`config.mk`:
```
export PLATFORM = sky130hd
export DESIGN_NAME = regfile_sb
export DESIGN_NICKNAME = d
export VERILOG_FILES = /design/src/rtl/regfile_pkg.sv /design/src/rtl/regfile_scoreboard.sv /design/src/rtl/regfile_sb.sv
export SDC_FILE = /design/constraint.sdc
export NUM_CORES = 2
export LEC_CHECK = 0
export CAP_MARGIN = 10
export CORE_MARGIN = 2
export CORE_UTILIZATION = 57
export DETAILED_ROUTE_END_ITERATION = 8
export PLACE_DENSITY = 0.77
export REMOVE_ABC_BUFFERS = 1
export SKIP_LAST_GASP = 1
export SLEW_MARGIN = 20
export SYNTH_ARGS = -nofsm -noshare
export SYNTH_HDL_FRONTEND = slang
export SYNTH_SLANG_ARGS = --single-unit
```
`constraint.sdc`:
```
create_clock -name i_clk -period 2.8 [get_ports i_clk]
set_input_delay 0.56 -clock i_clk [delete_from_list [all_inputs] [get_ports i_clk]]
set_output_delay 0.56 -clock i_clk [all_outputs]
set_load 0.005 [all_outputs]
```
`src/rtl/regfile_pkg.sv`:
```
// Shared constants and helpers for the integer register file and its scoreboard.
package regfile_pkg;

    localparam int ZERO_REG    = 0;
    localparam int DEF_WIDTH   = 32;
    localparam int DEF_DEPTH   = 32;
    localparam int DEF_NRD     = 2;

    function automatic int addr_width(input int depth);
        return (depth <= 2) ? 1 : $clog2(depth);
    endfunction

endpackage

```
`src/rtl/regfile_scoreboard.sv`:
```
// Busy scoreboard: one pending-write bit per register, set at issue, cleared at writeback, wiped on flush.
// REGFILE_BYPASS_EN makes a same-cycle clearing write visible on the busy outputs.
module regfile_scoreboard
    import regfile_pkg::*;
#(
    parameter  int DEPTH  = DEF_DEPTH,
    parameter  int NRD    = DEF_NRD,
    localparam int ADDR_W = addr_width(DEPTH)
) (
    input  logic                  i_clk,
    input  logic                  i_rst_n,
    input  logic                  i_we,
    input  logic [ADDR_W-1:0]     i_aw,
    input  logic                  i_res_en,
    input  logic [ADDR_W-1:0]     i_res_a,
    input  logic                  i_flush,
    input  logic [NRD*ADDR_W-1:0] i_ar,
    output logic [NRD-1:0]        o_busy,
    output logic                  o_err
);

    logic [DEPTH-1:0] r_busy;
    logic             r_err;
    logic             w_clr;
    logic             w_set;
    logic             w_waw;

    assign w_clr = i_we && (i_aw != ADDR_W'(ZERO_REG));
    assign w_set = i_res_en && (i_res_a != ADDR_W'(ZERO_REG)) && !i_flush;
    // A busy target is only a hazard if the write releasing it is not landing this same cycle.
    assign w_waw = w_set && r_busy[i_res_a] && !(w_clr && (i_aw == i_res_a));

    always_ff @(posedge i_clk or negedge i_rst_n) begin
        if (!i_rst_n) begin
            r_busy <= '0;
            r_err  <= 1'b0;
        end else begin
            r_err <= w_waw;
            if (i_flush) begin
                r_busy <= '0;
            end else begin
                if (w_clr) r_busy[i_aw] <= 1'b0;
                if (w_set) r_busy[i_res_a] <= 1'b1;
            end
        end
    end

    always_comb begin
        o_busy = '0;
        for (int i = 0; i < NRD; i++) begin
            o_busy[i] = r_busy[i_ar[i*ADDR_W +: ADDR_W]];
`ifdef REGFILE_BYPASS_EN
            if (w_clr && (i_ar[i*ADDR_W +: ADDR_W] == i_aw))
                o_busy[i] = w_set && (i_res_a == i_aw);
`endif
        end
    end

    assign o_err = r_err;

endmodule

```
`src/rtl/regfile_sb.sv`:
```
// Multi-read-port integer register file (x0 hardwired to zero) with busy scoreboard.
// REGFILE_BYPASS_EN forwards same-cycle writeback data onto matching read ports.
module regfile_sb
    import regfile_pkg::*;
#(
    parameter  int WIDTH  = DEF_WIDTH,
    parameter  int DEPTH  = DEF_DEPTH,
    parameter  int NRD    = DEF_NRD,
    localparam int ADDR_W = addr_width(DEPTH)
) (
    input  logic                  i_clk,
    input  logic                  i_rst_n,
    input  logic                  i_we,
    input  logic [ADDR_W-1:0]     i_aw,
    input  logic [WIDTH-1:0]      i_d,
    input  logic [NRD*ADDR_W-1:0] i_ar,
    output logic [NRD*WIDTH-1:0]  o_q,
    output logic [NRD-1:0]        o_busy,
    input  logic                  i_res_en,
    input  logic [ADDR_W-1:0]     i_res_a,
    input  logic                  i_flush,
    output logic                  o_err
);

    logic [WIDTH-1:0] r_mem [DEPTH];
    logic             w_wr;

    assign w_wr = i_we && (i_aw != ADDR_W'(ZERO_REG));

    always_ff @(posedge i_clk or negedge i_rst_n) begin
        if (!i_rst_n) begin
            for (int i = 0; i < DEPTH; i++) r_mem[i] <= '0;
        end else if (w_wr) begin
            r_mem[i_aw] <= i_d;
        end
    end

    always_comb begin
        o_q = '0;
        for (int i = 0; i < NRD; i++) begin
            if (i_ar[i*ADDR_W +: ADDR_W] != ADDR_W'(ZERO_REG))
                o_q[i*WIDTH +: WIDTH] = r_mem[i_ar[i*ADDR_W +: ADDR_W]];
`ifdef REGFILE_BYPASS_EN
            if (w_wr && (i_ar[i*ADDR_W +: ADDR_W] == i_aw))
                o_q[i*WIDTH +: WIDTH] = i_d;
`endif
        end
    end

    regfile_scoreboard #(
        .DEPTH (DEPTH),
        .NRD   (NRD)
    ) u_scoreboard (
        .i_clk    (i_clk),
        .i_rst_n  (i_rst_n),
        .i_we     (i_we),
        .i_aw     (i_aw),
        .i_res_en (i_res_en),
        .i_res_a  (i_res_a),
        .i_flush  (i_flush),
        .i_ar     (i_ar),
        .o_busy   (o_busy),
        .o_err    (o_err)
    );

endmodule
```
Word-level counts from Yosys, hierarchy flattened

Index checks and enable logic that the tools add are counted.

Flip-flop bits (word level): 1,057
Output and inout bits: 67
RAM bits: 0
Word-level logic and storage cells: 91
Latch bits: 0
ROM bits: 0
Memories: 0
Input port bits: 57

Shifts and indexed selects: 0
Add/subtract/negate cells: 0
Reduce and logical (&&, ||, !) cells: 15
Divide/modulo/power cells: 0
Muxes and demuxes: 25
$lt $le $gt $ge: 10
Equal/unequal tests: 1
Bitwise gates (word level): 6
Multiply operators: 0

Operators by type and width:

| kind               | count |
|---|---|
| $bwmux 1024        | 1 |
| $mux 32            | 11 |
| $bmux 32 s5        | 2 |
| $demux 32 s5       | 1 |
| $and 32x32->32     | 1 |
| $not 32->32        | 1 |
| $or 32x32->32      | 1 |
| $lt 5x6->1 const B | 4 |
| $reduce_bool 5->1  | 4 |
| $ge 6x6->1 const B | 3 |
| $not 5->6          | 3 |
| $bmux 1 s5         | 3 |
| $demux 1 s5        | 2 |
| $ge 5x1->1 const B | 2 |
| $logic_and 1x1->1  | 9 |
| $lt 6x1->1 const B | 1 |
| $eq 5x5->1         | 1 |
| $mux 1             | 5 |
| $logic_not 1->1    | 2 |

Logic depth before layout (Yosys ltp)

Depth in word-level cells: 11
Gate-level depth with buffers: 8
Gate-level depth less buffers: 4

By module

From an unflattened synthesis, not the netlist that was laid out.

Cell total of the unflattened synthesis: 3,865
Area total of the unflattened synthesis: 56,719.4 um^2

By module, submodules not included:

| module             | seq. area each (um^2) | cells each | area each (um^2) | instances |
|---|---|---|---|---|
| regfile_sb         | 25,624.6              | 3,621      | 54,357.1         | 1 |
| regfile_scoreboard | 825.8                 | 244        | 2,362.3          | 1 |

Least setup slack after synthesis

OpenSTA, ideal clock, no wires.

Kind: in2out
From: input port i_ar[1]
To: output port o_busy[0]
Arrival: 2.206 ns
Path buffers: 3
Data required time: 2.240 ns
Cell stages on the path: 6
Path slack: 0.034 ns
Cells stage by stage: buf_2 buf_6 buf_2 mux4_2 mux4_2 mux2_2

Longest elaborated chain between the ends: 2

Ends and longest elaborated chain:

| what                         | line                     | source |
|---|---|---|
| from (decl)                  | regfile_sb.sv:16         | `input logic [NRD*ADDR_W-1:0] i_ar,` |
| $bmux 1 s5                   | regfile_scoreboard.sv:51 | `o_busy[i] = r_busy[i_ar[i*ADDR_W +: ADDR_W]];` |
| $mux 1 (not written as such) | regfile_scoreboard.sv:51 |  |
| to (decl)                    | regfile_sb.sv:18         | `output logic [NRD-1:0] o_busy,` |

Every way passes these cells. The select of a mux whose other input is x is not followed.

Worst setup path in the final report

From: register u_scoreboard.r_busy[14]
To: output port o_busy[1]

Longest elaborated chain between the ends: 2

Ends and longest elaborated chain:

| what                              | line                     | source |
|---|---|---|
| from (decl)                       | regfile_scoreboard.sv:22 | `logic [DEPTH-1:0] r_busy;` |
| from (signal assigned)            | regfile_scoreboard.sv:35 | `r_busy <= '0;` |
| from (signal assigned)            | regfile_scoreboard.sv:40 | `r_busy <= '0;` |
| from (signal, indexed assignment) | regfile_scoreboard.sv:42 | `if (w_clr) r_busy[i_aw] <= 1'b0;` |
| $bmux 1 s5                        | regfile_scoreboard.sv:51 |  |
| $mux 1 (not written as such)      | regfile_scoreboard.sv:51 |  |

Every way passes these cells. The select of a mux whose other input is x is not followed.

==> results_dict.tcl <==
set metrics [dict create \
    ys_ff_latch 1057 \
    path_max_fanout 2 \
    dp_slack_ns -1.02 \
    ir_drop_mv 0.548 \
    syn-instance-count 3813 \
    path_depth 5 \
    clock_sinks 1057 \
    die-area_um2 102000 \
    max_cap_violations 0 \
    netlist_area_um2 56500 \
    nFillCells 5716 \
    hold_viol_final 0 \
    ys_top_cells_by_area "dfrtp_1, mux2_2, mux4_2" \
    ys_types 39 \
    switchingPower_uw 13100 \
    skew_ns 0.00544 \
    critPathTopFamily "multiplexers" \
    yosysMostFrequentCell "dfrtp_1" \
    min_period_over_period 1.12 \
    p_leak_uw 0.0310 \
    finalSetupViolCount 65 \
    final_antenna_net_count 0 \
    clk_latency_ns 0.70 \
    grt_pass1_vias 41800 \
    yosys-top-cells-count "dfrtp_1, mux2_2, mux4_2" \
    gr-total-overflow 0 \
    max_slew_margin 0.501 \
    io_buffers 123 \
    power_density_nw_per_um2 651 \
    yosysTopAreaCellShare 0.468 \
    pwr-share-comb 0.233 \
    synth-edff-count 0 \
    cts_max_level 3 \
    dp_hpwl_mm 114 \
    grt_max_degree 112 \
    worst_slack_ns -0.330 \
    globalRouteTotalUtil 0.367 \
    cp_cell_sequence "buf_6 > mux4_2 > mux4_2 > mux2_4 > buf_6" \
    period_needed_ns 3.13 \
    cp_slowest_cell "mux4_2" \
    violations "setup timing" \
    start_util 0.575 \
    status "complete, but fails checks" \
    final_area_um2 71200 \
    async_reset_ff_frac 1.00 \
    drt_iter0_drc 4636 \
    max_freq_mhz 320 \
    post-route-util 0.725 \
    yosysWarnings 0 \
    routabilityCongestion 0.890 \
    core_area_um2 98300 \
    num_io_pins 124 \
    cp-start-kind "flip-flop" \
    chipHeight_um 319 \
    synth_top_cell_by_area "dfrtp_1" \
    wl_per_cell_um 33.7 \
    placed_cell_area_um2 62900 \
    seqPwrFrac 0.439 \
    swShare 0.282 \
    cts-root-buf "clkbuf_16" \
    wl_mm 191 \
    syn_avg_cell_area_um2 14.8 \
    setup_tns_ns -8.29 \
    die_w_um 319 \
    synth_ff_type "dfrtp_1" \
    drive_gt1_frac 0.643 \
    path_clk_slew_ns 0.07 \
    grt_pass1_wl_mm 275 \
    cpPeakStageDelay_ns 0.49 \
    vias_per_cell 7.18 \
    hold_depth 0 \
    cts_tree "built" \
    drv_slew 0 \
    criticalPathCategory "reg2out" \
    grt_setup_unrepaired "true" \
    drc 0 \
    p_clk_frac 0.327 \
    crit_required_ns 2.24 \
    crit_buf_inv 2 \
    yosysSeqAreaShare 0.468 \
    rr_worst_depth 4 \
    cp-end-kind "primary output" \
    areaGrowthSynthToFinish_pct 26.1 \
    p_int_uw 33300 \
    cts_buffer_depth 3 \
    antenna_found_initial 4 \
    drt-pass1-iter-count 5 \
    tightest_slew_ns 0.747 \
    rows 115 \
    numCtsBuffers 110 \
    crit_arrival_ns 2.57 \
    vias 40600 \
    hp-class "reg2reg" \
    nNetsFinal 4332 \
]
placed cells by master (no fill, tap or decap), drive strengths merged, types with 3 or more instances in the layout:
| cell type | instances |
|---|---|
| mux2 | 1058 |
| dfrtp | 1057 |
| buf | 735 |
| mux4 | 476 |
| clkbuf | 170 |
| mux2i | 128 |
| o21ai | 116 |
| a22oi | 84 |
| nor2b | 72 |
| a211oi | 64 |
| a311oi | 64 |
| nand2 | 57 |
| a221oi | 49 |
| clkdlybuf4s50 | 46 |
| clkinv | 38 |
| nor2 | 35 |
| o2111ai | 16 |
| a21oi | 12 |
| nand2b | 12 |
| nor3b | 9 |
| nand3 | 9 |
| and2 | 8 |
| bufinv | 7 |
| and3b | 6 |
| xnor2 | 5 |
| inv | 4 |
| nor3 | 4 |
| nand3b | 3 |
| clkinvlp | 3 |
| dlymetal6s2s | 3 |
cell families after synthesis:
| group | Yosys count | synth area share |
|---|---|---|
| compound gates | 410 | 0.0518 |
| xor+xnor | 5 | 0.000775 |
| buf+inv | 457 | 0.0347 |
| flops | 1057 | 0.468 |
| mux | 1662 | 0.423 |
| simple gates | 222 | 0.0209 |
cell type report:
| cell class | count | area, µm² | area share |
|---|---|---|---|
| antenna | 2 | 5.00 | 0.0000703 |
| clock buffer | 156 | 3260 | 0.0458 |
| clock inverter | 49 | 462 | 0.00648 |
| inverter | 3 | 17.5 | 0.000246 |
| multi-input combinational | 2302 | 30300 | 0.426 |
| sequential | 1057 | 26500 | 0.371 |
| tap | 1287 | 1610 | 0.0226 |
| timing repair buffer | 801 | 9070 | 0.127 |
final timing paths:
check / startpoint / endpoint / slack [ns]
worst max-delay path: u_scoreboard.r_busy[14] / o_busy[1] / -0.33
worst min-delay path: r_mem[1010] / r_mem[1010] / 0.39
worst max register to register: u_scoreboard.r_busy[3] / u_scoreboard.o_err / 1.17
worst min register to register: r_mem[1010] / r_mem[1010] / 0.39
max in group asynchronous: i_rst_n / r_mem[860] / 1.35
min in group asynchronous: i_rst_n / r_mem[789] / 0.41
power groups by stage:
stage | clock (µW) | combinational (µW) | sequential [µW]
3_5_place_dp | 0 | 9230 | 20400
3_3_place_gp | 0 | 8940 | 20100
6_report | 15200 | 10800 | 20400
5_1_grt | 15800 | 11400 | 20600
2_1_floorplan | 0 | 5980 | 19600
4_1_cts | 15200 | 10000 | 20100
state kept, by name, indices dropped and copies added, names as in the netlist:
name                 cells
r_mem                 1024
u_scoreboard.r_busy     32
u_scoreboard.o_err       1
timing repair:
item / in CTS / in global routing
hold endpoints to repair: 17 / 0
buffers inserted: 106 / 112
pin swaps: 72 / 104
cloned: 19 / 6
resized for setup: 550 / 366
hold buffers: 1 / 0
setup endpoints to repair: 66 / 66
metrics by stage:
stage / total power (µW) / instances / hold slack (ns)
final: 46400 / 5657 / 0.395
after global routing: 47800 / 5655 / 0.404
after CTS: 45300 / 5558 / 0.397
after detailed placement: 29600 / 5243 / 0.382
after global placement: 29100 / 5243 / 0.377
after floorplan: 25600 / 3359 / 0.264
per-layer routing:
metal	track usage	up-vias	wire length [µm]
li1	-	15800	-
met1	0.470	21300	68200
met2	0.568	2718	89000
met3	0.0897	812	19100
met4	0.226	4	14300
met5	0	-	21
worst register-to-register path, stage by stage, from the launching register on:
cell,delay [ns]
dfrtp_1,0.42
mux4_2,0.51
a22o_1,0.19
a221oi_1,0.24
a31oi_1,0.13
Note: power is estimated with default switching activity, not from simulation.
